$ cat src/rtl/tmds_channel_decoder.sv
// TMDS receive channel: finds the symbol boundary in an unaligned 10-bit word
// stream by hunting for control tokens, then decodes data and control symbols.
module tmds_channel_decoder #(
  parameter int SEARCH_TIMEOUT = 4096,
  parameter int LOCK_RUN       = 16,
  parameter int LOSS_TIMEOUT   = 8192
) (
  input  logic       pixel_clk,
  input  logic       areset,
  input  logic [9:0] din,
  output logic [7:0] data_out,
  output logic [1:0] ctrl_out,
  output logic       de_out,
  output logic       aligned,
  output logic [3:0] bit_offset
);

  localparam int CW = $clog2(LOSS_TIMEOUT + 1);
  localparam logic [CW-1:0] IDLE_LAST = CW'(SEARCH_TIMEOUT - 1);
  localparam logic [CW-1:0] RUN_LAST  = CW'(LOCK_RUN - 1);
  localparam logic [CW-1:0] LOSS_LAST = CW'(LOSS_TIMEOUT - 1);

  typedef enum logic [1:0] {
    ST_SEARCH,
    ST_VERIFY,
    ST_LOCKED
  } state_t;

  state_t        r_state;
  logic [9:0]    r_din_d;
  logic [9:0]    r_sym;
  logic [3:0]    r_off;
  logic [CW-1:0] r_idle;
  logic [CW-1:0] r_run;
  logic [CW-1:0] r_loss;
  logic [7:0]    r_data;
  logic [1:0]    r_ctrl;
  logic          r_de;
  logic          r_aligned;

  logic [18:0]   w_cat;
  logic [9:0]    w_win;
  logic          w_tok;
  logic [1:0]    w_tctl;
  logic [7:0]    w_qp;
  logic [7:0]    w_dec;
  logic [3:0]    w_off_inc;

  // Bit 19 of {din, din_d} is never reachable with offsets 0..9.
  assign w_cat     = {din[8:0], r_din_d};
  assign w_off_inc = (r_off == 4'd9) ? 4'd0 : r_off + 4'd1;

  always_comb begin
    w_win = w_cat[9:0];
    for (int unsigned s = 1; s < 10; s++) begin
      if (r_off == 4'(s)) w_win = w_cat[s +: 10];
    end
  end

  always_comb begin
    w_tok  = 1'b1;
    w_tctl = '0;
    case (r_sym)
      10'h354: w_tctl = 2'b00;
      10'h0AB: w_tctl = 2'b01;
      10'h154: w_tctl = 2'b10;
      10'h2AB: w_tctl = 2'b11;
      default: w_tok  = 1'b0;
    endcase
  end

  always_comb begin
    w_qp     = r_sym[9] ? ~r_sym[7:0] : r_sym[7:0];
    w_dec    = '0;
    w_dec[0] = w_qp[0];
    for (int unsigned i = 1; i < 8; i++) begin
      w_dec[i] = r_sym[8] ? (w_qp[i] ^ w_qp[i-1]) : ~(w_qp[i] ^ w_qp[i-1]);
    end
  end

  // Output gating follows the state being entered on this edge, so the first
  // gated output coincides with aligned rising.
  always_ff @(posedge pixel_clk or posedge areset) begin
    if (areset) begin
      r_state   <= ST_SEARCH;
      r_din_d   <= '0;
      r_sym     <= '0;
      r_off     <= '0;
      r_idle    <= '0;
      r_run     <= '0;
      r_loss    <= '0;
      r_data    <= '0;
      r_ctrl    <= '0;
      r_de      <= 1'b0;
      r_aligned <= 1'b0;
    end else begin
      r_din_d <= din;
      r_sym   <= w_win;
      r_data  <= w_dec;
      r_ctrl  <= '0;
      r_de    <= 1'b0;
      case (r_state)
        ST_SEARCH: begin
          if (w_tok) begin
            r_state <= ST_VERIFY;
            r_run   <= CW'(1);
            r_idle  <= '0;
          end else if (r_idle == IDLE_LAST) begin
            r_idle <= '0;
            r_run  <= '0;
            r_off  <= w_off_inc;
          end else begin
            r_idle <= r_idle + CW'(1);
          end
        end
        ST_VERIFY: begin
          if (w_tok) begin
            r_run <= r_run + CW'(1);
            if (r_run == RUN_LAST) begin
              r_state   <= ST_LOCKED;
              r_aligned <= 1'b1;
              r_loss    <= '0;
              r_ctrl    <= w_tctl;
            end
          end else begin
            r_state <= ST_SEARCH;
            r_idle  <= '0;
            r_run   <= '0;
          end
        end
        ST_LOCKED: begin
          if (w_tok) begin
            r_loss <= '0;
            r_ctrl <= w_tctl;
          end else if (r_loss == LOSS_LAST) begin
            r_state   <= ST_SEARCH;
            r_aligned <= 1'b0;
            r_loss    <= '0;
            r_idle    <= '0;
            r_run     <= '0;
            r_off     <= w_off_inc;
          end else begin
            r_loss <= r_loss + CW'(1);
            r_de   <= 1'b1;
          end
        end
        default: r_state <= ST_SEARCH;
      endcase
    end
  end

  assign data_out   = r_data;
  assign ctrl_out   = r_ctrl;
  assign de_out     = r_de;
  assign aligned    = r_aligned;
  assign bit_offset = r_off;

endmodule

$ cat config.mk
export PLATFORM = sky130hd
export DESIGN_NAME = tmds_channel_decoder
export DESIGN_NICKNAME = d
export VERILOG_FILES = /design/src/rtl/tmds_channel_decoder.sv
export SDC_FILE = /design/constraint.sdc
export NUM_CORES = 1
export LEC_CHECK = 0
export CAP_MARGIN = 20
export CORE_UTILIZATION = 50
export DETAILED_ROUTE_END_ITERATION = 16
export PLACE_DENSITY = 0.68
export SETUP_SLACK_MARGIN = 0.5
export SYNTH_ARGS = -nofsm -noshare
export SYNTH_HDL_FRONTEND = slang
export SYNTH_SLANG_ARGS = --single-unit
$ cat constraint.sdc
create_clock -name pixel_clk -period 4.1 [get_ports pixel_clk]
set_input_delay 0.615 -clock pixel_clk [delete_from_list [all_inputs] [get_ports pixel_clk]]
set_output_delay 0.615 -clock pixel_clk [all_outputs]
set_load 0.05 [all_outputs]
==> results.toml, run 1 <==
[clock_tree]
htree_levels = 3
clkLatencyLatePin_ns = 0.37
clk_path_buf_depth = 2
cts_resized = 0
cts_hold_buf = 0
numClockSinks = 80
cts_tree = "built"
post_cts_buffers = 0
path_clk_slew_ns = 0.08
cts_buffers = 9
clock-root-buffer = "clkbuf_8"

[place]
gp_congestion = 0.8782
port_buffers = 27
pre_cts_ws_ns = 1.343
hpwl_um = 8815

[die]
die_h_um = 105.0
die_area_um2 = 11020
ios = 28
core_region_area_um2 = 10280
initial_core_util = 0.5157
die_w_um = 105.0
rows = 37

[timing]
slew-limit-headroom = 0.3852
slew_violations = 0
tns_ns = 0
tightest_slew_ns = 0.9221
fin_skew_ns = 0.01475
hold_ws_ns = 0.4954
max_freq_mhz = 345.1
rsz0062_at_grt = "false"
fin_crit_ns = 2.898
worst_slack_ns = 1.202
hold_violations = 0
post-route-period-util = 0.7068
setup_violations = 0

[synth]
synth_nets = 619
synth_seq_area_share = 0.3777
synth_top_area_cell = "dfrtp_1"
synth_flop_cell = "dfrtp_1"
synth.distinct_cells = 75
netlist_instances = 592
synth-edff-count = 0
async_reset_ff_frac = 1.000
synth_area_leaders = "dfrtp_1 (38%), ha_1 (3.5%), o21ai_0 (3.1%)"
syn_area_per_cell_um2 = 8.953
ys_seq_elements = 80
synth_area_um2 = 5300
ys_warn_count = 0
synth.top_cell.area_share = 0.3777

[cells_and_area]
final_nets = 628
final_layout_size_suffix_gt1_frac = 0.09406
antenna_cells = 0
syn_to_final_growth_pct = 10.20

[routing]
vias = 4593
drt-pass1-iter-count = 5
post-route-drc-count = 0
wl_per_cell_um = 17.11
viasPerCell = 6.190
drtIter0Drc = 227
finalWirelength_um = 12690
ant_nets = 0

[critical_path]
cp-end-kind = "output port"
max_stage_delay_ns = 0.96
path_max_fanout = 28
startpoint_type = "register"
worstPathCellList = "clkdlybuf4s50_1"
cp_top_family = "buffers and inverters"
critPathRequiredTime_ns = 3.48
critical_path_arrival_ns = 2.28
critPathSlowestCell = "clkdlybuf4s50_1"
startpoint = "bit_offset[3]"
crit_buf_inv = 1
reg2reg_from = "r_sym[0]"
critical_path_class = "register to output port"

[hold_path]
hp-start = "r_sym[0]"
hold_class = "register to register"

[grt]
grt_pass1_wl_um = 22010
gr-usage-all-layers = 0.2505
grt_max_degree = 52
grt_pass1_vias = 4501
grt-ovfl-total = 0
antenna_found_initial = 0

[power]
p_comb_frac = 0.177
p_switching_uw = 556.6
power.density_nw_per_um2 = 320.6
netSwitchingFraction = 0.2973
intPower_uw = 1316
pwr-share-seq = 0.489
vdd.ir_drop.worst_mv = 0.3160
cellLeakagePower_uw = 0.002256
pwr-share-clk = 0.334

[run_status]
status = "finished, final reports clean"

[job]
cap_violations = 0
[area by class of cell]
class / count / area, um2
fillers: 944 / 4437
inverters: 31 / 117.6
flip-flops and latches: 80 / 2002
multi-input cells: 444 / 3005
well taps: 136 / 170.2
repair buffers: 35 / 330.3
clock inverters: 5 / 63.81
clock buffers: 11 / 151.4
[cells in the final DEF, fill, tap and decap left out, drive strengths merged, types with 4 or more instances in the layout]
cell type | synthesis | final
o41ai | 4 | 4
a21oi | 31 | 31
clkinv | 1 | 4
xor2 | 7 | 7
a31oi | 14 | 14
a41oi | 7 | 7
a2bb2oi | 5 | 5
inv | 30 | 30
or2 | 6 | 6
nand3 | 28 | 28
mux2 | 6 | 6
nor4 | 14 | 14
dfrtp | 80 | 80
o22ai | 19 | 19
buf | 15 | 8
o2bb2ai | 7 | 7
and3 | 11 | 11
nor2b | 25 | 25
clkdlybuf4s50 | 0 | 27
nor4b | 6 | 6
or3 | 8 | 8
nand2 | 26 | 26
xnor2 | 6 | 6
o21ai | 38 | 38
nand2b | 9 | 9
ha | 15 | 15
nand4 | 5 | 5
o22a | 7 | 7
clkbuf | 22 | 11
mux2i | 13 | 13
a211oi | 5 | 5
a22o | 10 | 10
nor2 | 44 | 44
nor3b | 6 | 6
a2111oi | 8 | 8
nor3 | 16 | 16
[synth_stat cells, types with 4 or more instances]
| cell type | n |
|---|---|
| nor2_1 | 43 |
| xor2_1 | 7 |
| nor3b_1 | 6 |
| a2bb2oi_1 | 5 |
| or2_2 | 6 |
| clkbuf_1 | 22 |
| a2111oi_0 | 7 |
| nor2b_1 | 24 |
| nand2_1 | 26 |
| and3_1 | 9 |
| buf_2 | 6 |
| mux2i_1 | 13 |
| o21ai_1 | 5 |
| o2bb2ai_1 | 7 |
| nand3_1 | 27 |
| mux2_2 | 6 |
| ha_1 | 15 |
| nand2b_1 | 9 |
| o22ai_1 | 19 |
| o21ai_0 | 33 |
| a31oi_1 | 14 |
| dfrtp_1 | 80 |
| nor4b_1 | 6 |
| or3_1 | 8 |
| a21oi_1 | 30 |
| nor3_1 | 15 |
| a211oi_1 | 4 |
| xnor2_1 | 6 |
| buf_6 | 4 |
| a41oi_1 | 6 |
| nor4_1 | 12 |
| o22a_1 | 7 |
| inv_1 | 29 |
| buf_1 | 5 |
| a22o_1 | 10 |
[stage by stage]
stage          cell area, um2  std cells  utilization  total power, uW
3_5_place_dp             5625        726       0.5474             1266
4_1_cts                  5841        742       0.5683             1901
6_report                 5841        742       0.5683             1872
3_3_place_gp             5625        726       0.5474             1257
5_1_grt                  5841        742       0.5683             1975
2_1_floorplan            5300        592            -             1170
[cell families after synthesis]
kind of cell	after synthesis	synth area share
simple gates	214	0.2273
fa+ha+maj	15	0.03541
xor+xnor	13	0.02148
mux	19	0.03730
compound gates	183	0.2455
flops	80	0.3777
buf+inv	68	0.05524
[path summary, 6_finish.rpt]
kind | slack [ns] | to | cells after the start
max in group asynchronous | 2.78 | r_run[9] | 3
min in group asynchronous | 0.52 | bit_offset[1] | 2
worst min-delay path | 0.50 | data_out[0] | 1
worst max-delay path | 1.20 | bit_offset[3] | 1
worst max register to register | 1.35 | r_idle[13] | 7
worst min register to register | 0.50 | data_out[0] | 1
[metal layers]
metal,vias up,share of wire,global-route usage
met5,-,0,0
met4,0,0.015,0.09557
met3,16,0.043,0.04741
met2,113,0.49,0.4082
met1,2222,0.45,0.3300
li1,2242,-,-
[power by group through the flow]
stage / Clock [uW] / Combinational [uW] / Sequential (uW)
floorplan: 0 / 217 / 953
global placement: 0 / 328 / 929
detailed placement: 0 / 336 / 930
CTS: 649 / 337 / 915
global route: 677 / 371 / 926
finish: 624 / 332 / 916
[sequential cells by signal, indices dropped and copies added, names as in the netlist, 4 cells and up]
register	flops
r_idle	14
r_din_d	10
r_sym	10
data_out	8
r_loss	14
bit_offset	4
r_run	14
(Power assumes the default switching activity.)
==> inputs of run 2 (changes only) <==
--- a/config.mk
+++ b/config.mk
@@ -8,7 +8,7 @@
 export CAP_MARGIN = 20
 export CORE_UTILIZATION = 50
 export DETAILED_ROUTE_END_ITERATION = 16
-export PLACE_DENSITY = 0.68
+export PLACE_DENSITY = 0.71
 export SETUP_SLACK_MARGIN = 0.5
 export SYNTH_ARGS = -nofsm -noshare
 export SYNTH_HDL_FRONTEND = slang
==> constraint.sdc (replaced) <==
create_clock -name pixel_clk -period 2.6 [get_ports pixel_clk]
set_input_delay 0.39 -clock pixel_clk [delete_from_list [all_inputs] [get_ports pixel_clk]]
set_output_delay 0.39 -clock pixel_clk [all_outputs]
set_load 0.05 [all_outputs]
==> run 2 against run 1 <==
  * Combinational power increased by 92%
  * Critical path depth grew 5
  * Flip-flop and latch count unchanged
  * Clock power increased by 71%
  * Clock skew rose by 0.0025 ns
  * Largest power group unchanged
  * Highest routed layer unchanged
  * Final cell count rose by 6.5%
==> results.toml, run 2 (same netlist as run 1, synthesis figures left out) <==
[clock_tree]
cts_buffers = 9
clkLatencyLatePin_ns = 0.37
cts_tree = "built"
clk_path_buf_depth = 2
numClockSinks = 80
clock-root-buffer = "clkbuf_8"
cts_hold_buf = 0
htree_levels = 3
path_clk_slew_ns = 0.08

[grt]
grt_pass1_vias = 4763
gr-usage-all-layers = 0.2556
antenna_found_initial = 0
grt_max_degree = 36
grt-ovfl-total = 0
grt_pass1_wl_um = 22730

[timing]
slew-limit-headroom = 0.5896
slew_violations = 0
tightest_slew_ns = 0.6109
post-route-period-util = 0.8238
rsz0062_at_grt = "true"
fin_crit_ns = 2.142
max_freq_mhz = 466.9
tns_ns = 0
hold_violations = 0
fin_skew_ns = 0.01722
setup_violations = 0

[place]
port_buffers = 27
dpl_cell_area_um2 = 5774
hpwl_um = 9114
gp_congestion = 0.9201

[routing]
viasPerCell = 6.367
drtIter0Drc = 365
post-route-drc-count = 0
ant_nets = 0
wl_per_cell_um = 17.94
finalWirelength_um = 14170
drt-pass1-iter-count = 7
vias = 5030

[critical_path]
critical_path_class = "register to register"
startpoint = "r_idle[1]"
critical_path_arrival_ns = 2.39
startpoint_type = "register"
max_stage_delay_ns = 0.42
cp-end-kind = "register"
critPathSlowestCell = "dfrtp_1"
worstRegToRegCells = 6
critPathRequiredTime_ns = 2.85
path_max_fanout = 4
worstPathCellList = "ha_2 > nand3_2 > nor4_4 > a41oi_2 > o31a_1 > a221o_1"
reg2reg_from = "r_idle[1]"

[job]
cap_violations = 0

[cells_and_area]
final_common_cell = "dfrtp_1"
syn_to_final_growth_pct = 23.02
final_area_um2 = 6520
final_layout_size_suffix_gt1_frac = 0.2263
reg_top3 = "r_idle (14), r_loss (14), r_run (14)"
final_cell_mix = "dfrtp_1 (76), buf_4 (48), nor2_1 (40)"
num-fill-cells = 847
register_area_um2 = 2014
antenna_cells = 0
multi_input_area_um2 = 3272
final_nets = 676

[run_status]
status = "finished, final reports clean"

[die]
die_w_um = 105.0
die_area_um2 = 11020
rows = 37
die_h_um = 105.0
core_region_area_um2 = 10280
initial_core_util = 0.5157
ios = 28

[hold_path]
hold_class = "input pin to async pin"

[power]
vdd.ir_drop.worst_mv = 0.2712
power.density_nw_per_um2 = 484.8
cellLeakagePower_uw = 0.002552
==> run 2: stage by stage <==
stage | std cells | setup slack [ns] | utilization | total power [uW] | hold WS (ns)
2_1_floorplan | 592 | 0.4982 | - | 1850 | 0.4214
3_3_place_gp | 741 | 0.2822 | 0.5618 | 1991 | 0.4796
3_5_place_dp | 741 | 0.1946 | 0.5618 | 2005 | 0.4987
4_1_cts | 774 | 0.5003 | 0.6096 | 3103 | 0.4179
5_1_grt | 790 | 0.3799 | 0.6344 | 3303 | 0.4567
6_report | 790 | 0.4580 | 0.6344 | 3161 | 0.4141
==> run 2: critical path: cells and delay by family, from the launching register on <==
kind | cells | cell delay (ns)
AO/OA/AOI/OAI | 3 | 0.84
AND/OR/NAND/NOR | 2 | 0.53
flip-flops | 1 | 0.42
adder cells (fa/ha/maj) | 1 | 0.24
==> run 2: final timing paths <==
path	slack, ns	endpoint
min	0.41	data_out[4]
min in group pixel_clk	0.46	r_din_d[9]
max	0.46	bit_offset[3]
max reg2reg	0.46	bit_offset[3]
max in group asynchronous	1.52	r_run[3]
min reg2reg	0.51	data_out[0]
==> run 2: layer usage <==
layer | GRT usage | vias to the layer above | wire (um)
met3 | 0.03618 | 38 | 864
met1 | 0.3227 | 2445 | 5839
li1 | - | 2347 | -
met2 | 0.4352 | 200 | 7065
met4 | 0.1127 | 0 | 403
met5 | 0 | - | 0
==> run 2: what timing repair did <==
action,4_1_cts,5_1_grt
cloned,2,0
pin swaps,7,13
resized for setup,28,37
buffers inserted,15,16
endpoints found under the setup margin,54,55
==> run 2: power by group <==
part	switching (uW)	internal, uW
combinational	340	297
sequential	112	1340
clock	475	595
==> run 2: cell type report <==
type | count | area share
Tap cell | 136 | 0.02610
Clock buffer | 12 | 0.02380
Inverter | 31 | 0.01861
Clock inverter | 4 | 0.01171
Multi-Input combinational cell | 446 | 0.5018
Timing Repair Buffer | 81 | 0.1090
Sequential cell | 80 | 0.3090
